**config.mk**
```make
export PLATFORM = sky130hd
export DESIGN_NAME = la_clkdivn
export DESIGN_NICKNAME = d
export VERILOG_FILES = /design/src/rtl/la_clkdivn.sv
export SDC_FILE = /design/constraint.sdc
export NUM_CORES = 1
export LEC_CHECK = 0
export ABC_CLOCK_PERIOD_IN_PS = 2500
export BUFFER_PORTS_ARGS = -buffer_cell sky130_fd_sc_hd__buf_4
export CAP_MARGIN = 20
export CORE_UTILIZATION = 55
export CTS_BUF_LIST = sky130_fd_sc_hd__clkbuf_8
export CTS_CLUSTER_SIZE = 40
export DETAILED_ROUTE_END_ITERATION = 8
export GPL_TIMING_DRIVEN = 1
export PLACE_DENSITY = 0.78
export SYNTH_ARGS = -nofsm -noshare
export SYNTH_HDL_FRONTEND = slang
export SYNTH_SLANG_ARGS = --single-unit
```
**constraint.sdc**
```tcl
create_clock -name clk -period 2.5 [get_ports clk]
set_input_delay 0.125 -clock clk [delete_from_list [all_inputs] [get_ports clk]]
set_output_delay 0.125 -clock clk [all_outputs]
set_load 0.005 [all_outputs]
```
**src/rtl/la_clkdivn.sv**
```systemverilog
// N-channel programmable clock divider: glitch-free ratio/inversion reload at period boundaries.
// One-cycle start latency; optional output inversion built when LA_CLKDIVN_INV_EN is defined.
module la_clkdivn #(
    parameter int N    = 1,
    parameter int DW   = 8,
    parameter     PROP = "DEFAULT"
) (
    input  logic            clk,
    input  logic            reset,
    input  logic [N-1:0]    en,
    input  logic [N*DW-1:0] div,
    input  logic [N-1:0]    inv,
    input  logic            sync,
    output logic [N-1:0]    clkout,
    output logic [N-1:0]    running
);

    typedef enum logic {IDLE, RUN} state_t;

    localparam bit PROP_DEFAULT = (PROP == "DEFAULT");

    state_t        state_q [N];
    state_t        state_d [N];
    logic [DW-1:0] d_q     [N];
    logic [DW-1:0] d_d     [N];
    logic [DW-1:0] cnt_q   [N];
    logic [DW-1:0] cnt_d   [N];
    logic [DW-1:0] div_a   [N];
    logic [DW-1:0] cnt_inc [N];
    logic [N-1:0]  load_ok;
    logic [N-1:0]  r_d;
    logic [N-1:0]  v_d;
    logic [N-1:0]  out_d;

`ifdef LA_CLKDIVN_INV_EN
    logic [N-1:0]  v_q;
    logic          unused_cfg;
    assign unused_cfg = PROP_DEFAULT;
    assign out_d      = r_d ^ v_d;
`else
    logic          unused_cfg;
    assign unused_cfg = PROP_DEFAULT ^ (^inv) ^ (^v_d);
    assign out_d      = r_d;
`endif

    for (genvar g = 0; g < N; g++) begin : g_ch
        assign div_a[g]   = div[g*DW +: DW];
        assign load_ok[g] = en[g] && (div_a[g] >= DW'(2));
        assign cnt_inc[g] = cnt_q[g] + DW'(1);
    end

    always_comb begin
        for (int i = 0; i < N; i++) begin
            state_d[i] = state_q[i];
            d_d[i]     = d_q[i];
            cnt_d[i]   = cnt_q[i];
            r_d[i]     = 1'b0;
`ifdef LA_CLKDIVN_INV_EN
            v_d[i]     = v_q[i];
`else
            v_d[i]     = 1'b0;
`endif
            case (state_q[i])
                IDLE: begin
                    if (load_ok[i]) begin
                        state_d[i] = RUN;
                        d_d[i]     = div_a[i];
                        v_d[i]     = inv[i];
                        cnt_d[i]   = '0;
                        r_d[i]     = 1'b1;
                    end
                end
                RUN: begin
                    // sync forces a boundary; the old period is otherwise never cut short
                    if (sync || (cnt_q[i] == d_q[i] - DW'(1))) begin
                        cnt_d[i] = '0;
                        if (load_ok[i]) begin
                            d_d[i] = div_a[i];
                            v_d[i] = inv[i];
                            r_d[i] = 1'b1;
                        end else begin
                            state_d[i] = IDLE;
                        end
                    end else begin
                        cnt_d[i] = cnt_inc[i];
                        r_d[i]   = (cnt_inc[i] < (d_q[i] - (d_q[i] >> 1)));
                    end
                end
                default: state_d[i] = IDLE;
            endcase
        end
    end

    always_ff @(posedge clk) begin
        if (reset) begin
            for (int i = 0; i < N; i++) begin
                state_q[i] <= IDLE;
                d_q[i]     <= '0;
                cnt_q[i]   <= '0;
            end
`ifdef LA_CLKDIVN_INV_EN
            v_q     <= '0;
`endif
            clkout  <= '0;
            running <= '0;
        end else begin
            for (int i = 0; i < N; i++) begin
                state_q[i] <= state_d[i];
                d_q[i]     <= d_d[i];
                cnt_q[i]   <= cnt_d[i];
                running[i] <= (state_d[i] == RUN);
            end
`ifdef LA_CLKDIVN_INV_EN
            v_q     <= v_d;
`endif
            clkout  <= out_d;
        end
    end

endmodule
```
==> impl_metrics.py, run 1 <==
metrics = {
    "logic_synthesis": {
        "synth.avg_cell_area_um2": 8.905,
        "yosysTopAreaCell": "dfxtp_1",
        "synth_seq_cells": 18,
        "yosys_most_used_dff": "dfxtp_1",
        "synth-edff-count": 0,
        "synth_top_area_share": 0.2261,
        "synth.area.top_cells": "dfxtp_1, ha_1, xnor2_1",
        "ys_seq_area_frac": 0.2261,
        "synth_fp_nets": 216,
        "syn-instance-count": 179,
        "ys_async_sr_fraction": 0,
        "ys_warn_count": 0,
        "synth.distinct_cells": 41,
        "syn_area_mm2": 0.001594,
    },
    "floorplan": {
        "core-area_mm2": 0.002758,
        "die_width_um": 55.84,
        "rows": 19,
        "die_h_um": 55.84,
        "die-area_mm2": 0.003118,
        "initial_core_util": 0.5780,
        "io_pins": 15,
    },
    "sta": {
        "whs_ps": 115.6,
        "max_freq_mhz": 407.3,
        "slew_headroom": 0.4844,
        "fin_setup_tns_ps": 0,
        "slew_violations": 0,
        "min_period_ps": 2455,
        "finalSetupViolations": 0,
        "worst_pin_slew_ps": 771.7,
        "rsz0062_at_grt": "true",
        "worst_clock_skew_ps": 9.545,
        "hold_viol": 0,
        "finalCritPeriodShare": 0.9821,
    },
    "cells_and_area": {
        "drive_gt1_frac": 0.2598,
        "nNetsFinal": 242,
        "final_common_cell": "buf_4",
        "multiInputGateArea_mm2": 0.001199,
        "n_fill_cell": 207,
        "layout_common_cells": "buf_4, ha_1, dfxtp_1",
        "regArea_um2": 364.1,
        "diodes": 0,
        "area_growth_pct": 20.41,
    },
    "grt": {
        "track_usage": 0.2671,
        "overflow": 0,
        "grt_first_pass_wirelength_um": 6451,
        "grt_pass1_vias": 1466,
        "grt_max_degree": 13,
        "antenna_found_initial": 0,
    },
    "outcome": {
        "outcome": "complete, no violations",
    },
    "pwr": {
        "switchingPower_mw": 0.2898,
        "internal_power_mw": 0.5985,
        "power.share.clock": 0.276,
        "pwr_density_cell_mw_per_mm2": 462.8,
        "peakVddDrop_v": 0.0004564,
        "total_power_mw": 0.8883,
        "netSwitchingFraction": 0.3263,
        "p_leak_nw": 0.8670,
        "p_seq_frac": 0.350,
        "comb_power_share": 0.375,
    },
    "routing": {
        "avgViaCountPerCell": 6.209,
        "drt-initial-drc-count": 59,
        "wl_per_cell_um": 16.73,
        "postRouteAntennaNets": 0,
        "vias": 1459,
        "drtPass1Iterations": 4,
        "wl_um": 3932,
        "drc": 0,
    },
    "clocking": {
        "cts_tree": "done",
        "path_clk_slew_ps": 80,
        "clockRootBuffer": "clkbuf_8",
        "clk_latency_ps": 260,
        "ctsHtreeMaxLevel": 1,
        "clock_path_buffers": 2,
        "clock_sink_count": 18,
        "cts_hold_buffers": 0,
        "tritoncts.num_buffers": 3,
    },
    "setup_path": {
        "endpoint_kind": "flop",
        "start_kind": "flop",
        "worstSetupPathType": "flop to flop",
        "crit_fanout": 2,
        "cp.arrival_ps": 2630,
        "required_ps": 2670,
    },
    "place": {
        "hpwl_um": 2881,
        "place_congestion": 0.8100,
        "port_buffers": 13,
    },
    "job": {
        "maxCapViolations": 0,
    },
    "worst_hold_path": {
        "hold_class": "input pin to flop",
    },
}
flip-flops by register name (all words and copies together) (netlist names):
signal   cells
d_q          8
cnt_q        8
running      1
clkout       1
cells by family after synthesis:
family                     synth area share
DFF                                  0.2261
xor gates and xnor gates             0.1405
and+or+nand+nor                      0.1476
AOI/OAI and AO/OA                    0.2331
buffers and inverters               0.05965
adders and majority gates            0.1931
final cells by class:
type,count,area share
Multi-Input combinational cell,140,0.6245
Inverter,14,0.02738
Tap cell,31,0.02021
Sequential cell,18,0.1897
Clock buffer,4,0.02868
Timing Repair Buffer,28,0.1095
critical path, cell delays in order, from the launching register on:
cell and delay (ps):
dfxtp_2 330, inv_2 60, ha_4 130, inv_2 30, fa_2 330, nor2b_1 140
o21a_1 200, o21bai_1 150, a21oi_1 90, nor2_1 120, xor2_1 160, ha_2 290
o21ai_2 100, a21oi_1 60, o31ai_2 180
timing repair:
| action | in CTS | in global routing |
|---|---|---|
| buffers inserted | 2 | 4 |
| resized for setup | 16 | 6 |
| setup endpoints to repair | 1 | 9 |
| pin swaps | 11 | 14 |
layer usage:
metal | up-vias | routed length [um] | global-route usage
met2 | 53 | 1948 | 0.4888
li1 | 690 | - | -
met4 | 0 | 140 | 0.1289
met1 | 697 | 1622 | 0.2971
met3 | 19 | 222 | 0.04651
met5 | - | 0 | 0
worst paths after layout:
path / start / endpoint / slack [ps] / cells after the start
max: d_q[0][0]$_SDFFE_PP0P_ / clkout$_SDFF_PP0_ / 40 / 14
min: div[0] / d_q[0][0]$_SDFFE_PP0P_ / 120 / 3
max reg2reg: d_q[0][0]$_SDFFE_PP0P_ / clkout$_SDFF_PP0_ / 40 / 14
min reg2reg: cnt_q[0][7]$_SDFFE_PP0P_ / cnt_q[0][7]$_SDFFE_PP0P_ / 560 / 1
through the flow:
step	setup slack (ps)	area, um^2	util	std cells
floorplan	95.94	1594	-	179
global placement	32.74	1755	0.6366	225
detailed placement	-65.68	1755	0.6366	225
CTS	-45.87	1873	0.6792	231
global route	-109.0	1919	0.6960	235
finish	44.81	1919	0.6960	235
cell usage after synthesis (2+ instances only):
cell	instances
a21boi_0	2
a21o_1	9
a21oi_1	10
a22o_1	4
and3_1	4
buf_2	3
dfxtp_1	18
ha_1	23
inv_1	14
nand2_1	3
nand3_1	12
nand4_1	3
nor2_1	4
nor2b_1	4
nor3_1	6
nor4_1	2
o21a_1	4
o21ai_0	7
o21bai_1	2
o31ai_1	3
xnor2_1	13
xor2_1	10
power groups by stage:
| stage | Clock, mW | Sequential, mW | Combinational, mW |
|---|---|---|---|
| 2_1_floorplan | 0 | 0.314 | 0.197 |
| 3_3_place_gp | 0 | 0.315 | 0.265 |
| 3_5_place_dp | 0 | 0.315 | 0.280 |
| 4_1_cts | 0.248 | 0.310 | 0.309 |
| 5_1_grt | 0.257 | 0.311 | 0.361 |
| 6_report | 0.245 | 0.311 | 0.333 |
No activity file was read; power rests on OpenSTA's default activity.
==> run 2: changes to the inputs <==
--- a/config.mk
+++ b/config.mk
@@ -5,7 +5,7 @@
 export SDC_FILE = /design/constraint.sdc
 export NUM_CORES = 1
 export LEC_CHECK = 0
-export ABC_CLOCK_PERIOD_IN_PS = 2500
+export ABC_CLOCK_PERIOD_IN_PS = 2520
 export BUFFER_PORTS_ARGS = -buffer_cell sky130_fd_sc_hd__buf_4
 export CAP_MARGIN = 20
 export CORE_UTILIZATION = 55
@@ -13,7 +13,7 @@
 export CTS_CLUSTER_SIZE = 40
 export DETAILED_ROUTE_END_ITERATION = 8
 export GPL_TIMING_DRIVEN = 1
-export PLACE_DENSITY = 0.78
+export PLACE_DENSITY = 0.75
 export SYNTH_ARGS = -nofsm -noshare
 export SYNTH_HDL_FRONTEND = slang
 export SYNTH_SLANG_ARGS = --single-unit
==> constraint.sdc (replaced) <==
create_clock -name clk -period 2.52 [get_ports clk]
set_input_delay 0.126 -clock clk [delete_from_list [all_inputs] [get_ports clk]]
set_output_delay 0.126 -clock clk [all_outputs]
set_load 0.005 [all_outputs]
==> impl_metrics.py, run 2 (synthesis gave the netlist of run 1 again) <==
metrics = {
    "outcome": {
        "outcome": "complete, no violations",
    },
    "clocking": {
        "path_clk_slew_ps": 70,
        "post_cts_buffers": 0,
        "tritoncts.num_buffers": 3,
        "cts_hold_buffers": 0,
        "clock_sink_count": 18,
        "cts_tree": "done",
        "clock_path_buffers": 2,
        "clk_latency_ps": 260,
        "clockRootBuffer": "clkbuf_8",
        "ctsHtreeMaxLevel": 1,
    },
    "floorplan": {
        "die-area_mm2": 0.003118,
        "die_h_um": 55.84,
        "core-area_mm2": 0.002758,
        "io_pins": 15,
        "initial_core_util": 0.5780,
        "die_width_um": 55.84,
        "rows": 19,
    },
    "sta": {
        "min_period_ps": 2490,
        "max_freq_mhz": 401.6,
        "finalCritPeriodShare": 0.9880,
        "slew_violations": 0,
        "finalSetupViolations": 0,
        "postLayoutSetupSlackWorst_ps": 30.21,
        "worst_pin_slew_ps": 578.9,
        "slew_headroom": 0.6111,
        "worst_clock_skew_ps": 3.177,
        "rsz0062_at_grt": "true",
        "hold_viol": 0,
    },
    "routing": {
        "avgViaCountPerCell": 5.956,
        "vias": 1364,
        "drt-initial-drc-count": 41,
        "postRouteAntennaNets": 0,
        "wl_per_cell_um": 15.74,
        "drc": 0,
        "drtPass1Iterations": 4,
        "wl_um": 3604,
    },
    "place": {
        "hpwl_um": 2811,
        "port_buffers": 13,
        "pre_cts_ws_ps": -71.49,
        "place_area_mm2": 0.001763,
        "place_congestion": 0.8469,
    },
    "cells_and_area": {
        "stdcell_area_mm2": 0.001837,
        "layout_common_cells": "buf_4, ha_1, dfxtp_1",
        "drive_gt1_frac": 0.2020,
        "area_growth_pct": 15.23,
        "regArea_um2": 362.8,
        "finish.utilization": 0.6661,
        "n_fill_cell": 238,
        "multiInputGateArea_mm2": 0.001169,
        "diodes": 0,
        "final_common_cell": "buf_4",
        "nNetsFinal": 237,
        "largestRegisters": "cnt_q: 8 flops, d_q: 8 flops",
    },
    "worst_hold_path": {
        "hold_class": "input pin to flop",
        "min_path_cells": 3,
        "hold_start": "div[6]",
        "whs_endpoint": "d_q[0][6]$_SDFFE_PP0P_",
    },
    "pwr": {
        "peakVddDrop_v": 0.0003199,
        "power.share.clock": 0.253,
        "p_seq_frac": 0.381,
        "comb_power_share": 0.366,
        "netSwitchingFraction": 0.3270,
        "pwr_density_cell_mw_per_mm2": 438.7,
        "switchingPower_mw": 0.2635,
        "p_leak_nw": 0.8381,
        "internal_power_mw": 0.5423,
    },
    "grt": {
        "overflow": 0,
        "track_usage": 0.2518,
        "grt_first_pass_wirelength_um": 6078,
        "grt_pass1_vias": 1429,
        "grt_max_degree": 18,
        "antenna_found_initial": 0,
    },
    "job": {
        "maxCapViolations": 0,
    },
    "setup_path": {
        "required_ps": 2680,
        "rrSetupSlack_ps": 30,
        "endpoint_kind": "flop",
        "crit_fanout": 2,
        "worstSetupPathType": "flop to flop",
        "reg2reg_from": "d_q[0][0]$_SDFFE_PP0P_",
        "regToRegEndpoint": "clkout$_SDFF_PP0_",
        "cp.arrival_ps": 2650,
        "ff2ff_path_depth": 14,
        "start_kind": "flop",
        "startpoint": "d_q[0][0]$_SDFFE_PP0P_",
    },
}
run 2: changes by cell type in the layout (fill, tap and decap cells not counted), sizes merged:
cell / previous run / this run
buf: 28 / 23
clkbuf: 4 / 3
run 2: layout make-up:
cell class | instances | share of cell area
Clock buffer | 3 | 0.02248
Timing Repair Buffer | 23 | 0.09401
Inverter | 14 | 0.02861
Multi-Input combinational cell | 140 | 0.6362
Tap cell | 31 | 0.02112
Sequential cell | 18 | 0.1975
run 2: worst max-delay path: stages, from the launching register on:
cell      delay [ps]
dfxtp_2          320
inv_2             70
ha_4             130
inv_2             30
fa_2             330
nor2b_4          130
o21a_1           200
o21bai_1         150
a21oi_1           80
nor2_1           110
xor2_1           170
ha_1             250
o21ai_1          130
a21oi_1           50
o31ai_1          230
run 2: stage by stage:
stage / std cells / power (mW) / setup TNS (ps) / hold slack, ps
5_1_grt: 229 / 0.8578 / -153.9 / 135.3
3_3_place_gp: 226 / 0.5748 / 0 / 392.5
4_1_cts: 229 / 0.8066 / -40.53 / 124.1
2_1_floorplan: 179 / 0.5074 / 0 / 273.0
3_5_place_dp: 226 / 0.5884 / -71.49 / 388.6
6_report: 229 / 0.8059 / 0 / 121.6
run 2: worst max path at each step:
stage                                   end  slack [ps]
final                     clkout$_SDFF_PP0_          30
after global routing      clkout$_SDFF_PP0_        -150
after CTS                 clkout$_SDFF_PP0_         -40
after detailed placement  clkout$_SDFF_PP0_         -70
after global placement    clkout$_SDFF_PP0_          40
after floorplan           clkout$_SDFF_PP0_         120
run 2: power groups by stage:
| stage | Sequential, mW | Clock [mW] | Combinational [mW] |
|---|---|---|---|
| final | 0.307 | 0.204 | 0.295 |
| after global routing | 0.308 | 0.221 | 0.328 |
| after CTS | 0.307 | 0.205 | 0.295 |
| after detailed placement | 0.312 | 0 | 0.276 |
| after global placement | 0.312 | 0 | 0.263 |
| after floorplan | 0.311 | 0 | 0.196 |
run 2: timing repair:
action                                  in CTS  in global routing
endpoints found under the setup margin       1                  1
pin swaps                                   11                  8
resized for setup                           14                  0
gates cloned                                 0                  0
run 2: layer usage:
metal | share of wire | wire length (um) | vias up | track usage
met5 | 0 | 0 | - | 0
met4 | 0.033 | 120 | 0 | 0.1289
met1 | 0.42 | 1510 | 633 | 0.2779
met2 | 0.50 | 1791 | 44 | 0.4596
met3 | 0.050 | 181 | 11 | 0.04419
li1 | - | - | 676 | -
==> run 3: changes to the inputs <==
--- a/config.mk
+++ b/config.mk
@@ -9,7 +9,6 @@
 export BUFFER_PORTS_ARGS = -buffer_cell sky130_fd_sc_hd__buf_4
 export CAP_MARGIN = 20
 export CORE_UTILIZATION = 55
-export CTS_BUF_LIST = sky130_fd_sc_hd__clkbuf_8
 export CTS_CLUSTER_SIZE = 40
 export DETAILED_ROUTE_END_ITERATION = 8
 export GPL_TIMING_DRIVEN = 1
==> impl_metrics.py, run 3 (synthesis gave the netlist of run 1 again) <==
metrics = {
    "place": {
        "hpwl_um": 2811,
        "dp.cells": 226,
        "port_buffers": 13,
        "pre_cts_ws_ps": -71.49,
        "place_area_mm2": 0.001763,
        "place_congestion": 0.8469,
    },
    "worst_hold_path": {
        "min_path_cells": 3,
        "hold_start": "div[6]",
        "hold_class": "input pin to flop",
        "whs_endpoint": "d_q[0][6]$_SDFFE_PP0P_",
    },
    "sta": {
        "fin_setup_tns_ps": -1.572,
        "postLayoutSetupSlackWorst_ps": -1.572,
        "finalSetupViolations": 1,
        "worst_clock_skew_ps": 0.4484,
        "max_freq_mhz": 396.6,
        "min_period_ps": 2522,
        "whs_ps": 72.18,
        "worst_pin_slew_ps": 602.0,
        "finalCritPeriodShare": 1.001,
        "hold_viol": 0,
        "slew_headroom": 0.5956,
        "slew_violations": 0,
        "rsz0062_at_grt": "true",
    },
    "routing": {
        "drc": 0,
        "drtPass1Iterations": 4,
        "wl_um": 3429,
        "wl_per_cell_um": 14.91,
        "drt-initial-drc-count": 39,
        "avgViaCountPerCell": 5.896,
        "vias": 1356,
        "postRouteAntennaNets": 0,
    },
    "setup_path": {
        "start_kind": "flop",
        "regToRegEndpoint": "clkout$_SDFF_PP0_",
        "cpMaxStageDelayCell": "fa_2",
        "max_stage_delay_ps": 370,
        "crit_fanout": 2,
        "critPathTopFamily": "compound AO/OA/AOI/OAI gates",
        "crit_chain": "inv_2 > ha_4 > inv_2 > fa_2 > nor2b_4 > o21a_1 > o21bai_1 > a21oi_1 > nor2_1 > xor2_1 > ha_1 > o21ai_1 > a21oi_1 > o31ai_1",
        "ff2ff_path_depth": 14,
        "required_ps": 2730,
        "reg2reg_from": "d_q[0][0]$_SDFFE_PP0P_",
        "critPathBufInv": 2,
        "endpoint_kind": "flop",
        "rrSetupSlack_ps": -2,
        "cp.arrival_ps": 2730,
        "worstSetupPathType": "flop to flop",
    },
    "grt": {
        "overflow": 0,
        "grt_max_degree": 18,
        "antenna_found_initial": 0,
        "grt_first_pass_wirelength_um": 5775,
        "grt_pass1_vias": 1413,
        "track_usage": 0.2342,
    },
    "pwr": {
        "netSwitchingFraction": 0.3380,
        "comb_power_share": 0.392,
        "power.share.clock": 0.197,
        "pwr_density_cell_mw_per_mm2": 408.0,
        "switchingPower_mw": 0.2522,
        "total_power_mw": 0.7463,
        "peakVddDrop_v": 0.0003064,
        "p_leak_nw": 0.8355,
        "internal_power_mw": 0.4941,
        "p_seq_frac": 0.411,
    },
    "clocking": {
        "clock_path_buffers": 2,
        "cts_hold_buffers": 0,
        "cts_tree": "done",
        "ctsHtreeMaxLevel": 1,
        "clock_sink_count": 18,
        "clockRootBuffer": "clkbuf_4",
        "path_clk_slew_ps": 100,
        "tritoncts.num_buffers": 3,
        "clk_latency_ps": 300,
    },
    "cells_and_area": {
        "area_growth_pct": 14.76,
        "largestRegisters": "cnt_q: 8 flops, d_q: 8 flops",
        "stdcell_area_mm2": 0.001829,
        "layout_common_cells": "buf_4, ha_1, dfxtp_1",
        "nNetsFinal": 238,
        "diodes": 0,
        "final_cells": 230,
        "finish.utilization": 0.6633,
        "drive_gt1_frac": 0.2010,
        "final_common_cell": "buf_4",
    },
    "outcome": {
        "outcome": "complete, but fails checks",
        "violations": "setup timing",
    },
    "floorplan": {
        "die_width_um": 55.84,
        "initial_core_util": 0.5780,
        "die-area_mm2": 0.003118,
        "core-area_mm2": 0.002758,
        "rows": 19,
        "die_h_um": 55.84,
        "io_pins": 15,
    },
    "job": {
        "maxCapViolations": 0,
    },
}
[run 3: layout make-up]
type	instances	area, um^2
Clock buffer	3	22.52
Fill cell	241	928.4
Inverter	14	52.55
Multi-Input combinational cell	140	1172
Sequential cell	18	362.8
Tap cell	31	38.79
Timing Repair Buffer	24	180.2
[run 3: worst reg2reg max path, stage by stage (launching register included)]
cell and delay [ps]:
dfxtp_2 330, inv_2 70, ha_4 130, inv_2 40, fa_2 370, nor2b_4 130, o21a_1 200, o21bai_1 150
a21oi_1 80, nor2_1 110, xor2_1 160, ha_1 240, o21ai_1 130, a21oi_1 50, o31ai_1 220
[run 3: layer usage]
metal	track usage	wire (um)
met1	0.2721	1485
met5	0	0
met4	0.1115	114
met3	0.02326	174
met2	0.4286	1654
[run 3: what timing repair did]
item                                    CTS  global route
setup buffers                             0             1
gates resized for setup                  10             3
cloned                                    0             0
pin swaps                                10            11
endpoints found under the setup margin    1             1
[run 3: worst max-delay path by stage]
stage	from	to	depth (start not counted)
after global placement	d_q[0][0]$_SDFFE_PP0P_	clkout$_SDFF_PP0_	14
after floorplan	d_q[0][0]$_SDFFE_PP0P_	clkout$_SDFF_PP0_	14
final	d_q[0][0]$_SDFFE_PP0P_	clkout$_SDFF_PP0_	14
after global routing	d_q[0][0]$_SDFFE_PP0P_	clkout$_SDFF_PP0_	14
after CTS	d_q[0][0]$_SDFFE_PP0P_	clkout$_SDFF_PP0_	14
after detailed placement	d_q[0][2]$_SDFFE_PP0P_	clkout$_SDFF_PP0_	11
[run 3: power by group through the flow]
stage	clock, mW	sequential, mW	combinational (mW)
6_report	0.147	0.307	0.292
5_1_grt	0.163	0.309	0.328
4_1_cts	0.149	0.306	0.285
3_5_place_dp	0	0.312	0.276
3_3_place_gp	0	0.312	0.263
2_1_floorplan	0	0.311	0.196
